## config.mk

```make
export PLATFORM = sky130hd
export DESIGN_NAME = bnn_seq_classifier
export DESIGN_NICKNAME = d
export VERILOG_FILES = /design/src/rtl/bnn_seq_classifier.sv
export SDC_FILE = /design/constraint.sdc
export NUM_CORES = 1
export LEC_CHECK = 0
export CORE_MARGIN = 4
export CORE_UTILIZATION = 30
export CTS_BUF_LIST = sky130_fd_sc_hd__clkbuf_4 sky130_fd_sc_hd__clkbuf_8
export DETAILED_ROUTE_END_ITERATION = 10
export HOLD_SLACK_MARGIN = 0.12
export PLACE_DENSITY_LB_ADDON = 0.3
export SLEW_MARGIN = 20
export SYNTH_ARGS = -nofsm -noshare
export SYNTH_HDL_FRONTEND = slang
export SYNTH_SLANG_ARGS = --single-unit
```

## constraint.sdc

```tcl
create_clock -name clk -period 7.45 [get_ports clk]
set_input_delay 1.8625 -clock clk [delete_from_list [all_inputs] [get_ports clk]]
set_output_delay 1.8625 -clock clk [all_outputs]
set_load 0.1 [all_outputs]
```

## src/rtl/bnn_seq_classifier.sv

```systemverilog
// Time-multiplexed binary neural network classifier: one neuron per cycle,
// runtime-loadable weights/biases, incremental argmax over output scores.
module bnn_seq_classifier #(
    parameter int N_IN  = 8,
    parameter int N_HID = 8,
    parameter int N_OUT = 2,
    parameter int BW    = 6,
    parameter int SCW   = 8
) (
    input  logic                     clk,
    input  logic                     rst,
    input  logic                     start,
    input  logic [N_IN-1:0]          x_in,
    input  logic                     cfg_we,
    input  logic [1:0]               cfg_sel,
    input  logic [3:0]               cfg_addr,
    input  logic [15:0]              cfg_data,
    output logic                     cfg_rej,
    output logic                     busy,
    output logic                     done,
    output logic [$clog2(N_OUT)-1:0] class_out,
    output logic [N_OUT*SCW-1:0]     scores,
    output logic [N_HID-1:0]         hidden_out
);

    localparam int IW = $clog2(N_HID);
    localparam int OW = $clog2(N_OUT);
    localparam int SW = SCW + 1;

    typedef enum logic [1:0] {S_IDLE, S_HID, S_OUT, S_DONE} state_t;

    state_t state, state_nx;

    logic [N_HID-1:0][N_IN-1:0]  wh;
    logic [N_HID-1:0][BW-1:0]    bh;
    logic [N_OUT-1:0][N_HID-1:0] wo;
    logic [N_OUT-1:0][BW-1:0]    bo;

    logic [N_IN-1:0]             x_reg;
    logic [IW-1:0]               i_cnt;
    logic [OW-1:0]               j_cnt;
    logic [N_HID-1:0]            h_work;
    logic [N_OUT-1:0][SCW-1:0]   sc_work;
    logic signed [SCW-1:0]       best_val;
    logic [OW-1:0]               best_idx;

    logic                        idle_like;
    logic                        accept;
    logic                        addr_ok;
    logic                        cfg_ok;
    logic                        cfg_bad;
    logic [N_IN-1:0]             agree_h;
    logic [N_HID-1:0]            agree_o;
    logic [SW-1:0]               pop_h;
    logic [SW-1:0]               pop_o;
    logic signed [SW-1:0]        sum_h;
    logic signed [SW-1:0]        sum_o;
    logic signed [SCW-1:0]       score_o;
    logic                        h_bit;
    logic                        unused_cfg;

    // Upper address/data bits are don't-care for narrow configurations.
    assign unused_cfg = ^{cfg_addr, cfg_data};

    always_ff @(posedge clk) begin
        if (rst) state <= S_IDLE;
        else     state <= state_nx;
    end

    always_comb begin
        idle_like = (state == S_IDLE) || (state == S_DONE);
        accept    = start && idle_like;
        state_nx  = state;
        case (state)
            S_IDLE:  if (start) state_nx = S_HID;
            S_HID:   if (i_cnt == IW'(N_HID - 1)) state_nx = S_OUT;
            S_OUT:   if (j_cnt == OW'(N_OUT - 1)) state_nx = S_DONE;
            S_DONE:  state_nx = start ? S_HID : S_IDLE;
            default: state_nx = S_IDLE;
        endcase

        addr_ok = 1'b0;
        case (cfg_sel)
            2'd0, 2'd1: addr_ok = ({1'b0, cfg_addr} < 5'(N_HID));
            default:    addr_ok = ({1'b0, cfg_addr} < 5'(N_OUT));
        endcase
        cfg_ok  = cfg_we && idle_like && addr_ok;
        cfg_bad = cfg_we && !cfg_ok;
    end

    // XNOR-popcount neurons: sum = 2*pop - N + sext(bias), evaluated at SCW+1 bits.
    always_comb begin
        agree_h = ~(x_reg ^ wh[i_cnt]);
        pop_h   = SW'($countones(agree_h));
        sum_h   = signed'(pop_h + pop_h) - SW'(N_IN) + SW'(signed'(bh[i_cnt]));
        h_bit   = ~sum_h[SW-1];

        agree_o = ~(h_work ^ wo[j_cnt]);
        pop_o   = SW'($countones(agree_o));
        sum_o   = signed'(pop_o + pop_o) - SW'(N_HID) + SW'(signed'(bo[j_cnt]));
        score_o = sum_o[SCW-1:0];
    end

    always_ff @(posedge clk) begin
        if (rst) begin
            wh         <= '0;
            bh         <= '0;
            wo         <= '0;
            bo         <= '0;
            x_reg      <= '0;
            i_cnt      <= '0;
            j_cnt      <= '0;
            h_work     <= '0;
            sc_work    <= '0;
            best_val   <= '0;
            best_idx   <= '0;
            cfg_rej    <= 1'b0;
            busy       <= 1'b0;
            done       <= 1'b0;
            class_out  <= '0;
            scores     <= '0;
            hidden_out <= '0;
        end else begin
            cfg_rej <= cfg_bad;
            busy    <= (state == S_HID) || (state == S_OUT);
            done    <= (state == S_DONE);

            if (cfg_ok) begin
                case (cfg_sel)
                    2'd0: wh[cfg_addr[IW-1:0]] <= cfg_data[N_IN-1:0];
                    2'd1: bh[cfg_addr[IW-1:0]] <= cfg_data[BW-1:0];
                    2'd2: wo[cfg_addr[OW-1:0]] <= cfg_data[N_HID-1:0];
                    2'd3: bo[cfg_addr[OW-1:0]] <= cfg_data[BW-1:0];
                    default: ;
                endcase
            end

            if (accept) begin
                x_reg    <= x_in;
                i_cnt    <= '0;
                j_cnt    <= '0;
                best_val <= '0;
                best_idx <= '0;
            end else if (state == S_HID) begin
                h_work[i_cnt] <= h_bit;
                i_cnt         <= i_cnt + 1'b1;
            end else if (state == S_OUT) begin
                sc_work[j_cnt] <= score_o;
                // Strict compare keeps the lowest index on ties.
                if (j_cnt == '0 || score_o > best_val) begin
                    best_val <= score_o;
                    best_idx <= j_cnt;
                end
                j_cnt <= j_cnt + 1'b1;
            end

            // Publish results even when a back-to-back start is accepted in DONE.
            if (state == S_DONE) begin
                class_out  <= best_idx;
                scores     <= sc_work;
                hidden_out <= h_work;
            end
        end
    end

endmodule

```

Word-level counts from Yosys, hierarchy flattened
Cells that the tools add are included.
{"block": "totals", "ff_bits": 214, "output_inout_bits": 28, "wordCells": 143}
{"block": "classes", "addsub": 22, "magnitude_cmp": 11, "n_eq_ne": 10, "mux": 32, "bitwise_logic": 8, "n_reduce_logical": 25}
{"op": "64-bit bitwise mux", "n": 1}
{"op": "48-bit bitwise mux", "n": 1}
{"op": "8-bit 2-to-1 mux", "n": 6}
{"op": "16-bit bitwise mux", "n": 2}
{"op": "6-bit 2-to-1 mux", "n": 5}
{"op": "8-bit binary-select mux with 3-bit select", "n": 1}
{"op": "8-bit demux with 3-bit select", "n": 1}
{"op": "6-bit binary-select mux with 3-bit select", "n": 1}
{"op": "6-bit demux with 3-bit select", "n": 1}
{"op": "1-bit by 1-bit adder with 2-bit output", "n": 8}
{"op": "8-bit demux with 1-bit select", "n": 2}
{"op": "8-bit NOT", "n": 2}
{"op": "8-bit XOR", "n": 2}
{"op": "6-bit by 6-bit adder with 7-bit output", "n": 2}
{"op": "2-bit by 2-bit adder with 3-bit output", "n": 4}
{"op": "12-bit bitwise mux", "n": 1}
{"op": "2-bit AND reduction", "n": 6}
{"op": "5-bit by 4-bit subtractor with 6-bit output, second input constant", "n": 2}
{"op": "4-bit by 4-bit adder with 5-bit output", "n": 2}
{"op": "3-bit AND reduction", "n": 3}
{"op": "3-bit by 3-bit adder with 4-bit output", "n": 2}
{"op": "8-bit bitwise mux", "n": 1}
{"op": "2-bit == test, second input constant", "n": 4}
{"op": "1-bit logical AND", "n": 8}
{"op": "other kinds (22)", "n": 40}

Longest topological paths before layout
Gate-level depths: netlist (run 1).
{"block": "depth", "depth_word": 13, "depth_mapped": 26, "mapped_depth_nobuf": 23}

Worst setup path before layout (run 1)
OpenSTA, ideal clock, no wires.
{"block": "synth_path", "kind": "register -> register", "startpoint": "reg j_cnt", "endpoint": "reg best_val[1]", "setup_time_ps": 128, "t_arrival_ps": 6226, "required_time_ps": 7322, "setup_slack_ps": 1096, "stages_incl_launch_ff": 25, "synth_period_minus_slack_ps": 6354, "path_cell_list": "dfxtp_1 -> buf_2 -> buf_1 -> mux2i_1 -> xnor2_1 -> fa_1 -> fa_1 -> inv_1 -> fa_1 -> ha_1 -> fa_1 -> xnor2_1 -> ha_1 -> inv_1 -> ha_1 -> and3_1 -> a211oi_1 -> or2_2 -> ha_1 -> nand4_1 -> a21o_1 -> a31oi_1 -> clkbuf_1 -> mux2i_1 -> nor2_1"}
{"block": "synth_via", "elab_chain_cells": 13}
{"item": "from (decl)", "line": "41", "source": "logic [OW-1:0] j_cnt;"}
{"item": "from (signal assigned)", "line": "154", "source": "j_cnt <= j_cnt + 1'b1;"}
{"item": "8-bit 2-to-1 mux (implied by the code) (2 in a row)", "line": "98", "source": "agree_o = ~(h_work ^ wo[j_cnt]);"}
{"item": "8-bit XOR", "line": "98"}
{"item": "8-bit NOT", "line": "98"}
{"item": "1-bit by 1-bit adder with 2-bit output (implied by the code)", "line": "99", "source": "pop_o = SW'($countones(agree_o));"}
{"item": "2-bit by 2-bit adder with 3-bit output (implied by the code)", "line": "99"}
{"item": "3-bit by 3-bit adder with 4-bit output (implied by the code)", "line": "99"}
{"item": "4-bit by 4-bit adder with 5-bit output", "line": "100", "source": "sum_o = signed'(pop_o + pop_o) - SW'(N_HID) + SW'(signed'(bo[j_cnt]));"}
{"item": "5-bit by 4-bit subtractor with 6-bit output", "line": "100"}
{"item": "6-bit by 6-bit adder with 7-bit output *", "line": "100"}
{"item": "net sum_o[6]", "line": "57", "source": "logic signed [SW-1:0] sum_o;"}
{"item": "7-bit > comparator *", "line": "150", "source": "if (j_cnt == '0 || score_o > best_val) begin"}
{"item": "1-bit logical OR *", "line": "150"}
{"item": "3-bit AND reduction (no line) *"}
{"item": "to (signal assigned)", "line": "151", "source": "best_val <= score_o;"}
{"item": "to (decl)", "line": "44", "source": "logic signed [SCW-1:0] best_val;"}
Mark *: on every way through the listed nets, which the timed path passes. The rest lies on a longest branch. The select of a mux whose other input is x is not followed.
A chain may end at the register's enable or synchronous reset.

Final worst setup path (run 1)
Ends and elaborated chain as after synthesis.

==> metrics.md, run 1 <==
| Metric | Value |
|---|---|
| Top Registers | wh (64), bh (40), wo (16) |
| Total number of vias | 7,229 |
| Yosys Warn Count | 0 |
| Status | finished, final reports clean |
| Max FFs per register | 64 |
| Worst Setup Slack post-DPL | 1.45 ns |
| Switching Share | 34.1% |
| Synth-to-layout area growth | 16.9% |
| Commonest non-fill, non-tap cell in the layout | dfxtp_1 |
| PortBufs | 53 |
| Slew Limit Headroom | 33.7% |
| Post-DP HPWL | 15,800 um |
| GRT Util Overall | 14.1% |
| Pwr dens | 295 nW/um^2 |
| Worst hold start | wh[2]$_SDFFE_PP0P_ |
| Max-slew violations | 0 |
| Hold_ws | 0.452 ns |
| Share of cells above drive strength 1 | 11.8% |
| Worst R2R Setup Slack | 1.42 ns |
| Design Area, Final | 11,100 sq um |
| Fraction of registers with async set/reset | 0% |
| Antenna viol nets, final | 0 |
| Largest net degree at the start of global routing | 108 |
| Diodes inserted | 0 |
| Fin nets | 1,135 |
| Clk_lat worst skew | 0.55 ns |
| Initial DRC Count | 490 |
| Routed vias/inst | 4.89 |
| Finish-stage setup viols | 0 |
| Crit share post-route | 81.0% |
| Internal | 2.15 mW |
| Clk pin slew, worst setup/hold paths | 0.06 ns |
| Fin Setup TNS | 0 ns |
| Tot Pwr | 3.26 mW |
| Gp weighted congestion | 0.815 |
| Peak VDD IR | 0.118 mV |
| Worst clock skew | 0.0311 ns |
| Initial core utilization | 30.7% |
| Max incr delay on CP | 0.54 ns |
| Seq pwr share | 36.0% |
| CTS Root Cell | clkbuf_8 |
| Hold buffers post-CTS | 0 |
| Synthesized area | 9470 sq um |
| CP Max Fanout | 11 |
| Worst Path Required | 7.86 ns |
| Commonest non-fill, non-tap cells in the layout | dfxtp_1 (201), nand2_1 (140), nor2_1 (108), a21oi_1 (106), mux2i_1 (101) |
| Max-cap viol count | 0 |
| Final hold vios | 0 |
| Ys flop type | dfxtp_1 |
| Initial antenna violation count | 1 |
| Global-route wire length before repair | 39,200 um |
| P_leak | 4.09 nW |
| Setup CP Type | reg2reg |
| Total gr overflow | 0 |
| Sw Pwr | 1.11 mW |
| Chip height | 186 um |
| Combinational power share | 30.7% |
| Crit path time final | 6.03 ns |
| Sequence of cells on the critical path | mux2i_1 > xnor2_1 > fa_1 > fa_1 > inv_1 > fa_1 > ha_1 > fa_1 > xnor2_1 > ha_1 > ha_1 > or3b_2 > mux2i_1 > nor2_1 > inv_1 > ha_1 > nand4_1 > o221ai_1 > a31oi_1 > buf_4 > mux2i_1 > nor2_1 |
| CP endpoint kind | flop |
| Num rows | 64 |
| Syn avg cell area | 9.21 sq um |
| Core footprint | 30,800 sq um |
| Worst Tran Pin Value | 0.992 ns |
| Slowest CP cell | fa_1 |
| Vias in the first global route | 7,157 |
| Top Ports | 62 |
| DIE WIDTH | 186 um |
| Routed len/inst | 16.3 um |
| TritonCTS clock tree | built |
| Post-synth EDFFs | 0 |
| Critical Path Stages | 22 |
| Post-Syn Instances | 1,028 |
| Dpl cells | 1,416 |
| Placed Area | 10,300 sq um |
| Final wirelength | 24,000 um |
| Critical Path AT | 6.44 ns |
| RSZ-0062 raised after global routing | false |
| CTS sink cnt | 202 |
| Post-CTS Setup Repair Bufs | 0 |
| Post-CTS sizing | 0 |
| CTS Buf Count | 37 |
| Sequential-to-total area share from yosys stat | 42.7% |
| Syn_nets | 1,104 |
| Final Non-Filler Cells | 1,478 |
| Clock Power Share | 33.3% |
| FMAX | 166 MHz |
| Hold Path End | wh[2]$_SDFFE_PP0P_ |
| Path depth of the worst reg2reg path | 22 |
| Final Util | 35.9% |
| Die area | 34,500 sq um |
| Hold path cells | 2 |
| Setup ws final | 1.42 ns |
| Delay-heaviest family, CP | adder cells |
| WP buf/inv | 3 |
| Hold Path Class | reg2reg |
| Worst setup SP type | flop |
| Yosys reg bits | 202 |
| Buffers from clock root to sink, at most | 3 |
| # DRC | 0 |
| TritonRoute pass-1 iters | 5 |
| Largest Register | wh |
| Reg2reg end | best_val[1]$_SDFFE_PP0P_ |
| Synth unique cells | 46 |
| CTS H-tree lvls | 2 |
| Worst r2r src | j_cnt$_SDFFE_PP0P_ |
==> area by class of cell <==
type	instances	area [sq um]
fillers	3130	19800
clock buffers	57	684
multi-input cells	724	5030
well taps	396	495
clock inverters	5	75.1
repair buffers	68	644
flip-flops and latches	202	4050
inverters	26	97.6
==> worst max-delay path by stage <==
stage                                  start                  endpoint  slack (ns)
final                     j_cnt$_SDFFE_PP0P_  best_val[1]$_SDFFE_PP0P_        1.42
after global routing      j_cnt$_SDFFE_PP0P_  best_val[1]$_SDFFE_PP0P_        1.07
after CTS                 j_cnt$_SDFFE_PP0P_  best_val[1]$_SDFFE_PP0P_        1.41
after detailed placement  j_cnt$_SDFFE_PP0P_  best_val[1]$_SDFFE_PP0P_        1.45
after global placement    j_cnt$_SDFFE_PP0P_  best_val[2]$_SDFFE_PP0P_        1.49
after floorplan           j_cnt$_SDFFE_PP0P_  best_val[1]$_SDFFE_PP0P_        1.10
==> worst min-delay path: stages (launching register included) <==
cell and delay, ns:
dfxtp_1 0.30, nand2_1 0.05, a21oi_1 0.05
==> synthesized netlist by cell type (2+ instances only) <==
| cell | n | share of area, % |
|---|---|---|
| dfxtp_1 | 202 | 43 |
| nand2_1 | 140 | 5.5 |
| nor2_1 | 109 | 4.3 |
| a21oi_1 | 106 | 5.6 |
| mux2i_1 | 101 | 11 |
| nand3_1 | 85 | 4.5 |
| clkbuf_1 | 58 | 2.3 |
| ha_1 | 33 | 4.4 |
| inv_1 | 26 | 1.0 |
| mux4_2 | 26 | 6.2 |
| a211oi_1 | 15 | 1.2 |
| xnor2_1 | 15 | 1.4 |
| buf_2 | 10 | 0.53 |
| mux2_2 | 10 | 1.2 |
| nor2b_1 | 10 | 0.66 |
| fa_1 | 9 | 1.9 |
| nand2b_1 | 9 | 0.59 |
| xor2_1 | 8 | 0.74 |
| a21o_1 | 5 | 0.40 |
| buf_1 | 5 | 0.20 |
| o21ai_0 | 5 | 0.26 |
| a31oi_1 | 3 | 0.20 |
| buf_4 | 3 | 0.24 |
| nand3b_1 | 3 | 0.24 |
| and3_1 | 2 | 0.13 |
| nand3_2 | 2 | 0.21 |
| nand4_1 | 2 | 0.13 |
| nor2_2 | 2 | 0.13 |
| nor3_1 | 2 | 0.11 |
| nor3b_1 | 2 | 0.16 |
| nor4_4 | 2 | 0.45 |
| o221ai_1 | 2 | 0.18 |
| o22ai_1 | 2 | 0.13 |
| or2_1 | 2 | 0.13 |
==> kinds of logic after synthesis <==
group	count (synthesis)	share of synthesized area, %
DFF	202	42.7
and+or+nand+nor	380	18.0
adders and majority gates	42	6.26
AOI/OAI and AO/OA	142	8.53
xor gates and xnor gates	23	2.13
buffers and inverters	102	4.29
muxes	137	18.0
==> power by group through the flow <==
stage               logic, mW  clock network, mW  registers (mW)
floorplan               0.760                  0            1.20
global placement        0.989                  0            1.20
detailed placement       1.00                  0            1.20
CTS                      1.01               1.12            1.18
global route             1.13               1.17            1.18
finish                   1.00               1.09            1.18
==> per-layer routing <==
metal	global-route usage, %	vias up	wire length [um]
met2	22.2	160	10900
met3	2.27	31	1140
met4	4.08	0	396
li1	-	3604	-
met1	19.9	3434	11600
met5	0	-	0
No activity file was read; power rests on OpenSTA's default activity.
==> run 2, diff against run 1 <==
- clock period: 7.45 -> 6 ns (I/O delays scaled with it)
==> run 2 against run 1 <==
- register-to-register slack got worse by 1.2 ns
- non-clock buffer count increased by 15
- via count grew 0.47%
- final cell count rose by 0.95%
- cell area increased by 1.6%
- maximum frequency rose by 5.2%
- global-route usage is 0.12 points lower
- die area is the same
- first-iteration DRC count decreased by 20%
- critical path type unchanged
- critical endpoint is now best_val[6]$_SDFFE_PP0P_
- largest power group unchanged
==> metrics.md, run 2 (synthesis results as in run 1) <==
| Metric | Value |
|---|---|
| Status | finished, final reports clean (unchanged) |
| Internal | 2.70 mW (was 2.15 mW) |
| Max incr delay on CP | 0.54 ns (about the same) |
| CTS sink cnt | 202 (unchanged) |
| Synth-to-layout area growth | 18.7% (was 16.9%) |
| Clk_lat worst skew | 0.54 ns (was 0.55 ns) |
| Clk pin slew, worst setup/hold paths | 0.06 ns (about the same) |
| Initial antenna violation count | 0 (was 1) |
| CP endpoint kind | flop (unchanged) |
| Die area | 34,500 sq um (unchanged) |
| Clock Power Share | 31.7% (was 33.3%) |
| CTS Buf Count | 37 (unchanged) |
| Total gr overflow | 0 (unchanged) |
| Post-CTS Setup Repair Bufs | 0 (unchanged) |
| Initial core utilization | 30.7% (unchanged) |
| Total of fill cells in the finished design | 3,080 (was 3,130) |
| Final wirelength | 24,100 um (was 24,000 um) |
| Fin Setup TNS | 0 ns (unchanged) |
| Total number of vias | 7,263 (was 7,229) |
| Final hold vios | 0 (unchanged) |
| Hold_ws | 0.449 ns (was 0.452 ns) |
| Max FFs per register | 64 (unchanged) |
| Core footprint | 30,800 sq um (unchanged) |
| P_leak | 4.16 nW (was 4.09 nW) |
| Tot Pwr | 4.13 mW (was 3.26 mW) |
| Chip height | 186 um (unchanged) |
| Crit share post-route | 95.6% (was 81.0%) |
| Storage cell area | 4050 sq um (about the same) |
| Max-slew violations | 0 (unchanged) |
| PortBufs | 53 (unchanged) |
| Diodes inserted | 0 (unchanged) |
| Top Registers | wh (64), bh (40), wo (16) (unchanged) |
| Design Area, Final | 11,200 sq um (was 11,100 sq um) |
| Gp weighted congestion | 0.802 (was 0.815) |
| Seq pwr share | 35.1% (was 36.0%) |
| Commonest non-fill, non-tap cells in the layout | dfxtp_1 (200), nand2_1 (140), nor2_1 (107), a21oi_1 (106), mux2i_1 (100) (was dfxtp_1 (201), nand2_1 (140), nor2_1 (108), a21oi_1 (106), mux2i_1 (101)) |
| Combinational power share | 33.3% (was 30.7%) |
| WP buf/inv | 4 (was 3) |
| Placed Area | 10,400 sq um (was 10,300 sq um) |
| Critical Path AT | 6.12 ns (was 6.44 ns) |
| Worst setup SP type | flop (unchanged) |
| Vias in the first global route | 7,153 (was 7,157) |
| Multi-input gate area | 5110 sq um (was 5030 sq um) |
| Max-cap viol count | 0 (unchanged) |
| Setup CP Type | reg2reg (unchanged) |
| Share of cells above drive strength 1 | 14.0% (was 11.8%) |
| Global-route wire length before repair | 38,600 um (was 39,200 um) |
| Routed vias/inst | 4.87 (was 4.89) |
| # DRC | 0 (unchanged) |
| Pwr dens | 368 nW/um^2 (was 295 nW/um^2) |
| Initial DRC Count | 393 (was 490) |
| Crit path time final | 5.73 ns (was 6.03 ns) |
| TritonRoute pass-1 iters | 4 (was 5) |
| Num rows | 64 (unchanged) |
| TritonCTS clock tree | built (unchanged) |
| Slew Limit Headroom | 26.9% (was 33.7%) |
| Top Ports | 62 (unchanged) |
| Sw Pwr | 1.43 mW (was 1.11 mW) |
| Switching Share | 34.6% (was 34.1%) |
| Antenna viol nets, final | 0 (unchanged) |
| Peak VDD IR | 0.155 mV (was 0.118 mV) |
| Routed len/inst | 16.2 um (was 16.3 um) |
| Worst clock skew | 0.0279 ns (was 0.0311 ns) |
| CP Max Fanout | 5 (was 11) |
| Slowest CP cell | fa_1 (unchanged) |
| DIE WIDTH | 186 um (unchanged) |
| Delay-heaviest family, CP | adder cells (unchanged) |
| GRT Util Overall | 13.9% (was 14.1%) |
| Post-DP HPWL | 16,300 um (was 15,800 um) |
| Worst Tran Pin Value | 1.09 ns (was 0.992 ns) |
| Buffers from clock root to sink, at most | 3 (unchanged) |
| Fin nets | 1,150 (was 1,135) |
| Commonest non-fill, non-tap cell in the layout | dfxtp_1 (unchanged) |
| Hold Path Class | reg2reg (unchanged) |
| CTS H-tree lvls | 2 (unchanged) |
| Largest Register | wh (unchanged) |
| Finish-stage setup viols | 0 (unchanged) |
| Worst Path Required | 6.39 ns (was 7.86 ns) |
| CTS Root Cell | clkbuf_8 (unchanged) |
| Largest net degree at the start of global routing | 72 (was 108) |
| FMAX | 174 MHz (was 166 MHz) |
| Sequence of cells on the critical path | mux2i_1 > xnor2_1 > fa_1 > fa_1 > inv_1 > fa_1 > ha_1 > fa_2 > xnor2_2 > ha_1 > inv_1 > ha_4 > or3b_2 > mux2i_4 > nor2_2 > inv_1 > ha_1 > nand4_1 > o221ai_1 > a31oi_4 > buf_2 > nand2b_1 > a21oi_1 (was mux2i_1 > xnor2_1 > fa_1 > fa_1 > inv_1 > fa_1 > ha_1 > fa_1 > xnor2_1 > ha_1 > ha_1 > or3b_2 > mux2i_1 > nor2_1 > inv_1 > ha_1 > nand4_1 > o221ai_1 > a31oi_1 > buf_4 > mux2i_1 > nor2_1) |
## run 2: cell types whose count changed in the layout (fill, tap and decap cells not counted), sizes merged
cell    before  now
inv         26   28
clkbuf      57   55
buf         16   31
bufinv       1    0
## run 2: area by class of cell
cell class	instances	area share, %
clock buffers	55	6.12
repair buffers	83	6.74
flip-flops and latches	202	36.0
clock inverters	6	0.478
inverters	26	0.868
well taps	396	4.41
multi-input cells	724	45.4
## run 2: through the flow
step	worst slack [ns]	util, %	instances
after floorplan	0.0224	-	1028
after global placement	0.103	33.8	1430
after detailed placement	0.0717	33.8	1430
after CTS	0.0659	36.2	1491
after global routing	-0.00679	36.5	1492
final	0.266	36.5	1492
## run 2: path summary, 6_finish.rpt
path | startpoint | to | slack, ns | cells after the start
max reg2reg | j_cnt$_SDFFE_PP0P_ | best_val[6]$_SDFFE_PP0P_ | 0.27 | 23
min | bh[22]$_SDFFE_PP0P_ | bh[22]$_SDFFE_PP0P_ | 0.45 | 2
min reg2reg | bh[22]$_SDFFE_PP0P_ | bh[22]$_SDFFE_PP0P_ | 0.45 | 2
max | j_cnt$_SDFFE_PP0P_ | best_val[6]$_SDFFE_PP0P_ | 0.27 | 23
## run 2: timing repair
action | in CTS | in global routing
gates resized for setup | 0 | 15
hold buffers | 0 | 0
endpoints found under the setup margin | 0 | 8
## run 2: worst register-to-register path, stage by stage, from the launching register on
cell and delay (ns):
dfxtp_2 0.38, mux2i_1 0.23, xnor2_1 0.18, fa_1 0.49, fa_1 0.54, inv_1 0.05, fa_1 0.47, ha_1 0.25
fa_2 0.38, xnor2_2 0.16, ha_1 0.28, inv_1 0.06, ha_4 0.16, or3b_2 0.49, mux2i_4 0.21, nor2_2 0.07
inv_1 0.06, ha_1 0.23, nand4_1 0.15, o221ai_1 0.20, a31oi_4 0.21, buf_2 0.20, nand2b_1 0.12, a21oi_1 0.06
## run 2: routing by layer
| layer | routed length [um] | track usage [%] | vias up | part of all wire (%) |
|---|---|---|---|---|
| met2 | 11100 | 22.6 | 142 | 46 |
| met4 | 422 | 3.96 | 0 | 1.7 |
| met5 | 0 | 0 | - | 0 |
| met3 | 1030 | 2.36 | 31 | 4.3 |
| met1 | 11500 | 19.2 | 3460 | 48 |
| li1 | - | - | 3630 | - |
## run 2: power by group through the flow
| stage | logic [mW] | clock network [mW] | registers, mW |
|---|---|---|---|
| after floorplan | 0.947 | 0 | 1.49 |
| after global placement | 1.27 | 0 | 1.48 |
| after detailed placement | 1.28 | 0 | 1.48 |
| after CTS | 1.29 | 1.35 | 1.45 |
| after global routing | 1.53 | 1.41 | 1.46 |
| final | 1.37 | 1.31 | 1.45 |
==> run 3, diff against run 2 <==
- REMOVE_ABC_BUFFERS: unset -> 1
==> run 3 against run 2 <==
- non-clock buffer count decreased by 1
- routed wire length up 0.13%
- die area did not move
- critical endpoint unchanged
- highest routed layer unchanged
==> metrics.md, run 3 (synthesis results as in run 1) <==
| Metric | Value |
|---|---|
| Clk pin slew, worst setup/hold paths | 0.06 ns (about the same) |
| Peak VDD IR | 0.139 mV (was 0.155 mV) |
| PortBufs | 53 (unchanged) |
| Tot Pwr | 4.15 mW (was 4.13 mW) |
| Internal | 2.74 mW (was 2.70 mW) |
| Gp weighted congestion | 0.778 (was 0.802) |
| Routed vias/inst | 4.89 (was 4.87) |
| Final wirelength | 24,200 um (was 24,100 um) |
| Chip height | 186 um (unchanged) |
| Routed len/inst | 16.3 um (was 16.2 um) |
| Max-cap viol count | 0 (unchanged) |
| Worst setup SP type | flop (unchanged) |
| Clock Power Share | 31.4% (was 31.7%) |
| Switching Share | 34.1% (was 34.6%) |
| Pwr dens | 370 nW/um^2 (was 368 nW/um^2) |
| CTS Root Cell | clkbuf_8 (unchanged) |
| CTS Buf Count | 36 (was 37) |
| Num rows | 64 (unchanged) |
| Worst r2r src | j_cnt$_SDFFE_PP0P_ (unchanged) |
| Worst Path Required | 6.45 ns (was 6.39 ns) |
| Seq pwr share | 34.8% (was 35.1%) |
| Initial antenna violation count | 0 (unchanged) |
| Crit share post-route | 95.4% (was 95.6%) |
| Fin nets | 1,148 (was 1,150) |
| Clk_lat worst skew | 0.54 ns (about the same) |
| Hold buffers post-CTS | 0 (unchanged) |
| TritonCTS clock tree | built (unchanged) |
| CTS sink cnt | 202 (unchanged) |
| Share of cells above drive strength 1 | 13.9% (was 14.0%) |
| Worst Tran Pin Value | 1.01 ns (was 1.09 ns) |
| Dpl cells | 1,429 (was 1,430) |
| Max FFs per register | 64 (unchanged) |
| CP Max Fanout | 5 (unchanged) |
| TritonRoute pass-1 iters | 5 (was 4) |
| Commonest non-fill, non-tap cells in the layout | dfxtp_1 (200), nand2_1 (140), nor2_1 (107), a21oi_1 (106), mux2i_1 (100) (unchanged) |
| Final Non-Filler Cells | 1,486 (was 1,492) |
| Hold Path Class | reg2reg (unchanged) |
| Largest net degree at the start of global routing | 85 (was 72) |
| Worst clock skew | 0.0201 ns (was 0.0279 ns) |
| Hold path cells | 2 (unchanged) |
| Post-DP HPWL | 16,100 um (was 16,300 um) |
| Setup CP Type | reg2reg (unchanged) |
| Commonest non-fill, non-tap cell in the layout | dfxtp_1 (unchanged) |
| GRT Util Overall | 13.9% (about the same) |
| P_leak | 4.12 nW (was 4.16 nW) |
| Path depth of the worst reg2reg path | 22 (was 23) |
| Finish-stage setup viols | 0 (unchanged) |
| CP endpoint kind | flop (unchanged) |
| Top Ports | 62 (unchanged) |
| Die area | 34,500 sq um (unchanged) |
| Slew Limit Headroom | 32.8% (was 26.9%) |
| Diodes inserted | 0 (unchanged) |
| Initial core utilization | 30.7% (unchanged) |
| Core footprint | 30,800 sq um (unchanged) |
| FMAX | 175 MHz (was 174 MHz) |
| Top Registers | wh (64), bh (40), wo (16) (unchanged) |
| Initial DRC Count | 404 (was 393) |
| CTS H-tree lvls | 2 (unchanged) |
| Worst hold start | bh[15]$_SDFFE_PP0P_ (was bh[22]$_SDFFE_PP0P_) |
| Largest Register | wh (unchanged) |
| DIE WIDTH | 186 um (unchanged) |
| Antenna viol nets, final | 0 (unchanged) |
| Status | finished, final reports clean (unchanged) |
| # DRC | 0 (unchanged) |
| Hold Path End | bh[15]$_SDFFE_PP0P_ (was bh[22]$_SDFFE_PP0P_) |
| Vias in the first global route | 7,215 (was 7,153) |
| RSZ-0062 raised after global routing | false |
| Critical Path AT | 6.17 ns (was 6.12 ns) |
| Crit path time final | 5.72 ns (was 5.73 ns) |
| Buffers from clock root to sink, at most | 3 (unchanged) |
| Sw Pwr | 1.41 mW (was 1.43 mW) |
| Max-slew violations | 0 (unchanged) |
| Final hold vios | 0 (unchanged) |
| Reg2reg end | best_val[6]$_SDFFE_PP0P_ (unchanged) |
| Synth-to-layout area growth | 18.6% (was 18.7%) |
| Worst R2R Setup Slack | 0.28 ns (was 0.27 ns) |
| Global-route wire length before repair | 38,800 um (was 38,600 um) |
| Total number of vias | 7,264 (was 7,263) |
| Total gr overflow | 0 (unchanged) |
| Combinational power share | 33.8% (was 33.3%) |
run 3: final cells by class:
class                      instances  area [sq um]
tap                              396           495
clock inverter                     4          50.0
inverter                          26          97.6
timing repair buffer              82           757
clock buffer                      52           666
sequential                       202          4050
fill                            3121         19600
multi-input combinational        724          5120
run 3: per-layer routing:
layer / up-vias / wire, um / GRT usage, %
met5: - / 0 / 0
met4: 0 / 510 / 4.20
met3: 38 / 920 / 2.46
met2: 143 / 11400 / 22.8
met1: 3457 / 11400 / 18.9
li1: 3626 / - / -
run 3: worst max-delay path by stage:
stage	startpoint	endpoint	slack (ns)	cells past startpoint
finish	j_cnt$_SDFFE_PP0P_	best_val[6]$_SDFFE_PP0P_	0.28	22
global route	j_cnt$_SDFFE_PP0P_	best_val[6]$_SDFFE_PP0P_	0.02	22
CTS	j_cnt$_SDFFE_PP0P_	best_val[2]$_SDFFE_PP0P_	0.02	23
detailed placement	j_cnt$_SDFFE_PP0P_	best_val[2]$_SDFFE_PP0P_	-0.03	23
global placement	j_cnt$_SDFFE_PP0P_	best_val[2]$_SDFFE_PP0P_	-0.02	23
floorplan	j_cnt$_SDFFE_PP0P_	best_val[1]$_SDFFE_PP0P_	-0.30	21
run 3: power groups by stage:
stage                     combinational [mW]  clock (mW)  sequential (mW)
final                                   1.40        1.31             1.44
after global routing                    1.56        1.40             1.45
after CTS                               1.31        1.35             1.45
after detailed placement                1.31           0             1.47
after global placement                  1.29           0             1.47
after floorplan                        0.865           0             1.52
run 3: critical path, stage by stage, from the launching register on:
cell and delay (ns):
dfxtp_4 0.37, mux2i_1 0.21, xnor2_1 0.16, fa_1 0.48
fa_1 0.54, inv_1 0.05, fa_1 0.44, ha_2 0.22
fa_2 0.42, xnor2_2 0.16, ha_2 0.31, inv_1 0.06
ha_4 0.28, nor2b_2 0.19, a211oi_2 0.09, or2_2 0.34
ha_4 0.30, inv_1 0.06, nor4_1 0.41, a31oi_4 0.15
buf_6 0.15, nand2b_1 0.13, a21oi_1 0.14
run 3: per-stage QoR:
stage | hold slack (ns) | area [sq um] | setup WS, ns | utilization [%] | setup TNS, ns
after global routing | 0.467 | 11200 | 0.0223 | 36.4 | 0
final | 0.452 | 11200 | 0.277 | 36.4 | 0
after global placement | 0.438 | 10400 | -0.0198 | 33.8 | -0.0209
after floorplan | 0.427 | 9160 | -0.302 | - | -1.86
after detailed placement | 0.444 | 10400 | -0.0335 | 33.8 | -0.0440
after CTS | 0.452 | 11100 | 0.0166 | 36.1 | 0
run 3: repair_timing:
action	4_1_cts	5_1_grt
gates resized for setup	1	19
pin swaps	0	8
setup endpoints to repair	2	8
setup buffers	0	2
